`src/rtl/uart_pkg.sv`:
```
// uart_pkg: shared constants for the UART transmit arbiter.
//   - FSM state encoding used by uart_tx_arbiter (IDLE / WAIT_BUSY / WAIT_DONE)
//   - UART_DW: byte width of the uart_tx data_in port
//   - ARB_ACCEPT_TIMEOUT: number of WAIT_BUSY cycles with tx_rdy still high
//     after which the launched byte is treated as already taken
package uart_pkg;

    localparam logic [1:0] ST_IDLE      = 2'd0;
    localparam logic [1:0] ST_WAIT_BUSY = 2'd1;
    localparam logic [1:0] ST_WAIT_DONE = 2'd2;

    localparam int UART_DW            = 8;
    localparam int ARB_ACCEPT_TIMEOUT = 4;

endpackage

```
`src/rtl/uart_tx_arbiter_rr_pick.sv`:
```
// rr_pick: combinational round-robin priority encoder.
//   Scans valid[last+1], valid[last+2], ... modulo N (wrapping past N-1 to 0)
//   and reports the first set index. The last index itself has the lowest
//   priority, so a continuously valid set rotates strictly.
// Ports:
//   valid  in  N    request vector
//   last   in  IW   index granted most recently
//   winner out IW   first valid index after last (0 when none valid)
//   any    out 1    at least one valid bit set
module rr_pick #(
    parameter int N  = 4,
    parameter int IW = (N > 1) ? $clog2(N) : 1
) (
    input  logic [N-1:0]  valid,
    input  logic [IW-1:0] last,
    output logic [IW-1:0] winner,
    output logic          any
);

    logic [IW-1:0] idx;

    // Walk from the lowest priority (offset N, i.e. last itself) up to the
    // highest (offset 1) so the highest-priority hit is assigned last.
    always_comb begin
        winner = '0;
        idx    = '0;
        for (int k = N; k >= 1; k--) begin
            idx = IW'((int'(last) + k) % N);
            if (valid[idx]) begin
                winner = idx;
            end
        end
    end

    assign any = |valid;

endmodule

```
`src/rtl/uart_tx_arbiter.sv`:
```
// uart_tx_arbiter: shares one uart_tx between N_REQ byte sources using
// round-robin arbitration, and sequences the transmitter for each byte.
//
// Handshakes:
//   Requester side: a requester raises req_valid[i] with its byte on
//   req_data[i*DW +: DW], keeps both stable, and holds valid until it sees the
//   one-cycle req_ack[i] pulse; the byte is consumed on that ack cycle. A
//   requester may drop valid before ack and is then simply skipped.
//   Transmitter side: tx_rdy high means uart_tx is idle. The arbiter only
//   launches (one-cycle tx_en with tx_data) while idle with tx_rdy high, waits
//   for tx_rdy to fall (accept; or ARB_ACCEPT_TIMEOUT cycles still high), then
//   waits for tx_rdy to rise again before the next launch.
//
// Ports:
//   clk        in   1         system clock
//   rst        in   1         synchronous reset, active-high
//   req_valid  in   N_REQ     per-requester byte pending
//   req_data   in   N_REQ*DW  per-requester byte
//   req_lock   in   N_REQ     (UART_ARB_LOCK_EN only) keep grant on this requester
//   req_ack    out  N_REQ     one-cycle accept pulse, at most one bit high
//   tx_en      out  1         start pulse to uart_tx
//   tx_data    out  DW        byte to uart_tx (registered, held between launches)
//   tx_rdy     in   1         uart_tx idle
//   grant_id   out  IDW       last/current granted requester
//   busy       out  1         high from launch until uart_tx returns ready
//
// Optional feature macro: UART_ARB_LOCK_EN adds req_lock. When the lock bit of
// the granted requester is high on its launch cycle, the next arbitration
// gives that requester absolute priority if it is valid, keeping multi-byte
// messages contiguous.
module uart_tx_arbiter
    import uart_pkg::*;
#(
    parameter  int N_REQ = 4,
    parameter  int DW    = UART_DW,
    localparam int IDW   = $clog2(N_REQ)
) (
    input  logic               clk,
    input  logic               rst,
    input  logic [N_REQ-1:0]   req_valid,
    input  logic [N_REQ*DW-1:0] req_data,
`ifdef UART_ARB_LOCK_EN
    input  logic [N_REQ-1:0]   req_lock,
`endif
    output logic [N_REQ-1:0]   req_ack,
    output logic               tx_en,
    output logic [DW-1:0]      tx_data,
    input  logic               tx_rdy,
    output logic [IDW-1:0]     grant_id,
    output logic               busy
);

    localparam logic [N_REQ-1:0] ONE_HOT0  = N_REQ'(1);
    localparam logic [IDW-1:0]   GID_RESET = IDW'(N_REQ - 1);
    localparam logic [2:0]       ACC_LAST  = 3'(ARB_ACCEPT_TIMEOUT - 1);

    logic [1:0]     state;
    logic [2:0]     acc_cnt;
    logic [IDW-1:0] rr_winner;
    logic           rr_any;
    logic [IDW-1:0] pick;
    logic [DW-1:0]  data_arr [N_REQ];

    always_comb begin
        for (int i = 0; i < N_REQ; i++) begin
            data_arr[i] = req_data[i*DW +: DW];
        end
    end

    rr_pick #(
        .N  (N_REQ),
        .IW (IDW)
    ) u_rr_pick (
        .valid  (req_valid),
        .last   (grant_id),
        .winner (rr_winner),
        .any    (rr_any)
    );

`ifdef UART_ARB_LOCK_EN
    // Lock captured on the launch cycle of the current grant.
    logic lock_hold;

    always_comb begin
        pick = rr_winner;
        if (lock_hold && req_valid[grant_id]) begin
            pick = grant_id;
        end
    end
`else
    assign pick = rr_winner;
`endif

    always_ff @(posedge clk) begin
        if (rst) begin
            state    <= ST_IDLE;
            acc_cnt  <= '0;
            tx_en    <= 1'b0;
            tx_data  <= '0;
            req_ack  <= '0;
            grant_id <= GID_RESET;
            busy     <= 1'b0;
`ifdef UART_ARB_LOCK_EN
            lock_hold <= 1'b0;
`endif
        end else begin
            // Strobes are single-cycle by construction.
            tx_en   <= 1'b0;
            req_ack <= '0;
            case (state)
                ST_IDLE: begin
                    if (tx_rdy && rr_any) begin
                        tx_en    <= 1'b1;
                        tx_data  <= data_arr[pick];
                        req_ack  <= ONE_HOT0 << pick;
                        grant_id <= pick;
                        busy     <= 1'b1;
                        acc_cnt  <= '0;
                        state    <= ST_WAIT_BUSY;
                    end
                end
                ST_WAIT_BUSY: begin
`ifdef UART_ARB_LOCK_EN
                    // tx_en high here marks the launch cycle.
                    if (tx_en) begin
                        lock_hold <= req_lock[grant_id];
                    end
`endif
                    // A transmitter that never drops rdy is assumed to have
                    // taken the byte anyway; no relaunch, no second ack.
                    if (!tx_rdy || acc_cnt == ACC_LAST) begin
                        state <= ST_WAIT_DONE;
                    end else begin
                        acc_cnt <= acc_cnt + 3'd1;
                    end
                end
                ST_WAIT_DONE: begin
                    if (tx_rdy) begin
                        busy  <= 1'b0;
                        state <= ST_IDLE;
                    end
                end
                default: begin
                    busy  <= 1'b0;
                    state <= ST_IDLE;
                end
            endcase
        end
    end

endmodule

```
`config.mk`:
```
export PLATFORM = sky130hd
export DESIGN_NAME = uart_tx_arbiter
export DESIGN_NICKNAME = d
export VERILOG_FILES = /design/src/rtl/uart_pkg.sv /design/src/rtl/uart_tx_arbiter_rr_pick.sv /design/src/rtl/uart_tx_arbiter.sv
export SDC_FILE = /design/constraint.sdc
export NUM_CORES = 1
export LEC_CHECK = 0
export ABC_AREA = 1
export CAP_MARGIN = 20
export CORE_UTILIZATION = 46
export CTS_CLUSTER_SIZE = 24
export DETAILED_ROUTE_END_ITERATION = 16
export GPL_ROUTABILITY_DRIVEN = 0
export PLACE_DENSITY = 0.94
export SKIP_CTS_REPAIR_TIMING = 1
export SYNTH_ARGS = -nofsm -noshare
export SYNTH_HDL_FRONTEND = slang
export SYNTH_HIERARCHICAL = 1
export SYNTH_SLANG_ARGS = --single-unit
```
`constraint.sdc`:
```
create_clock -name clk -period 4.2 [get_ports clk]
set_clock_uncertainty 0.05 [all_clocks]
set_input_delay 0.42 -clock clk [delete_from_list [all_inputs] [get_ports clk]]
set_output_delay 0.42 -clock clk [all_outputs]
set_load 0.02 [all_outputs]
```
==> qor.csv <==
stage,metric,value,unit
route,wire_per_inst,11.36,um
clock_tree,cts_root_buffer,clkbuf_4,
floorplanning,ios,55,
cells_and_area,fin_cells,281,
sta,rsz0062_at_grt,false,
sta,hold_viol,0,
route,via_per_inst,5.107,
synthesis,synth.area.top_cells,"dfxtp_1, nand2_1, nand3_1, nand3_2, inv_1",
route,dr.first_iter.drc_count,57,
clock_tree,cts_made_buffers,3,
synthesis,synth_top_area_cell,dfxtp_1,
critical_path,crit_required,4.37,ns
clock_tree,clkTransAtPathRegs,0.12,ns
clock_tree,cts_tree,done,
cells_and_area,fillers,232,
floorplanning,fp-row-count,19,
floorplanning,fp.dieH,56.13,um
critical_path,worstSetupPathType,flip-flop to flip-flop,
worst_hold_path,min-delay-start,tx_data[3],
synthesis,yosys.area.top_type_share,31.20,%
cells_and_area,antennaDiodeCount,0,
synthesis,syn-instance-count,199,
sta,tightest_slew,0.6009,ns
floorplanning,die-area,3150,um^2
critical_path,cpPeakStageDelay,0.67,ns
sta,fmax,396.5,MHz
cells_and_area,fin_area,1886,um^2
synthesis,ys_top_cells_by_count,"nand2_1, nand3_1, dfxtp_1",
outcome,status,completed,
floorplanning,die_w,56.13,um
synthesis,ys_seq_elements,21,
global_routing,grt_max_degree,20,
job,drv_cap,0,
global_routing,antenna_found_initial,0,
placement,dp_cells,277,
clock_tree,htreeDepth,1,
global_routing,grt_overflow,0,
cells_and_area,drive_gt1_share,13.20,%
cells_and_area,syn_to_final_growth,39.93,%
clock_tree,numClockSinks,21,
placement,place_area,1858,um^2
route,drc,0,
critical_path,path_max_fanout,19,
critical_path,cp-startpoint,grant_id[0],
clock_tree,cts_buffer_depth,2,
placement,port_buffers,54,
global_routing,grt_first_pass_wirelength,5409,um
critical_path,arrival,2.70,ns
cells_and_area,nets,292,
critical_path,cp_common_cell,nand2_1,
cells_and_area,multi_input_area,767.0,um^2
synthesis,ys_types,24,
critical_path,start_kind,flip-flop,
critical_path,worst_path_max_delay_cell,dfxtp_1,
sta,timing.hold.ws,0.4107,ns
sta,slew_viol_final,0,
worst_hold_path,hold_class,flip-flop to flip-flop,
sta,min_period,2.522,ns
synthesis,yosysMostFrequentCell,nand2_1,
floorplanning,core-area,2758,um^2
floorplanning,initial_utilization,48.87,%
route,dr.pass1.iters,5,
placement,place_hpwl,2503,um
synthesis,synthArstFlopShare,0,%
global_routing,grt_pass1_vias,1303,
synthesis,avgSynthCellArea,6.772,um^2
critical_path,r2r-start,grant_id[0],
route,vias,1435,
pwr,powerDensity,447.2,nW/um^2
sta,slew-limit-headroom,59.84,%
pwr,ir_drop,0.0003129,V
route,wl,3193,um
critical_path,endpoint_kind,flip-flop,
synthesis,synth_edf_count,0,
pwr,p_leak,0.8898,nW
global_routing,grt_use_total,21.62,%
synthesis,synthFlopType,dfxtp_1,
route,ant_nets,0,
synthesis,syn_area,1348,um^2
synthesis,yosysSeqAreaShare,31.20,%
synthesis,yosysWarningCount,6,
clock_tree,clk_latency,0.31,ns
synthesis,syn_nets,240,
sta,tns,0,ns
pwr,power,0.0008432,W
cells_and_area,regArea,420.4,um^2
critical_path,cp_cell_sequence,"inv_4, nand2_4, nand2_4, nand2_1, nand2_2, nor2_1, nand2_1, nand2_1, inv_2, nand2_1, nand3_1, nand3_2, nand2_1",
sta,setup_viol,0,
sta,fin_crit_sh,60.04,%
worst paths after layout:
check	to	slack, ns	depth (start not counted)
max	tx_data[7]	1.68	13
min	tx_data[3]	0.41	2
max reg2reg	tx_data[7]	1.68	13
min reg2reg	tx_data[3]	0.41	2
state kept, by name, indices dropped and copies added (netlist names):
signal    flops
state         2
tx_data       8
acc_cnt       3
busy          1
tx_en         1
req_ack       4
grant_id      2
per-layer routing:
layer	track usage, %	up-vias	share of wire, %
li1	-	736	-
met3	4.651	13	7.3
met5	0	-	0
met2	34.52	74	47
met1	25.83	612	42
met4	14.63	0	3.8
worst max-delay path, delay by kind of cell (launching register included):
| family | cells | cell delay (ns) |
|---|---|---|
| and+or+nand+nor | 11 | 1.32 |
| buffers and inverters | 2 | 0.40 |
| DFF | 1 | 0.67 |
report_power, final:
| group | switching, W | leakage (nW) | internal, W |
|---|---|---|---|
| logic | 0.000299 | 0.700 | 0.000184 |
| registers | 0.0000282 | 0.172 | 0.000231 |
| clock network | 0.0000641 | 0.0177 | 0.0000357 |
area by class of cell:
type | instances | area share (%)
Clock buffer | 3 | 1.194
Clock inverter | 1 | 0.2654
Inverter | 23 | 4.844
Multi-Input combinational cell | 148 | 40.68
Sequential cell | 21 | 22.30
Tap cell | 31 | 2.057
Timing Repair Buffer | 54 | 28.67
placed cells by master, fill, tap and decap left out, types with 3 or more instances in the layout:
cell	n
nor2_1	8
inv_1	18
nand2_4	3
nand2_1	73
o21ai_2	3
nand3_1	27
a21oi_2	3
clkbuf_4	3
nand3_2	7
nand4_1	4
clkdlybuf4s50_1	54
a21oi_1	5
dfxtp_1	21
nand2_2	6
inv_2	3
logic make-up after synthesis:
family / Yosys count / synth area share, %
simple gates: 133 / 48.56
buf+inv: 30 / 11.88
flops: 21 / 31.20
compound gates: 13 / 6.499
fa+ha+maj: 2 / 1.857
per-stage QoR:
stage / worst slack, ns / util [%]
final: 1.678 / 68.38
after global routing: 1.370 / 68.38
after CTS: 1.691 / 68.38
after detailed placement: 1.489 / 67.38
after global placement: 1.589 / 67.38
after floorplan: 2.339 / -
No activity file was read; power rests on OpenSTA's default activity.
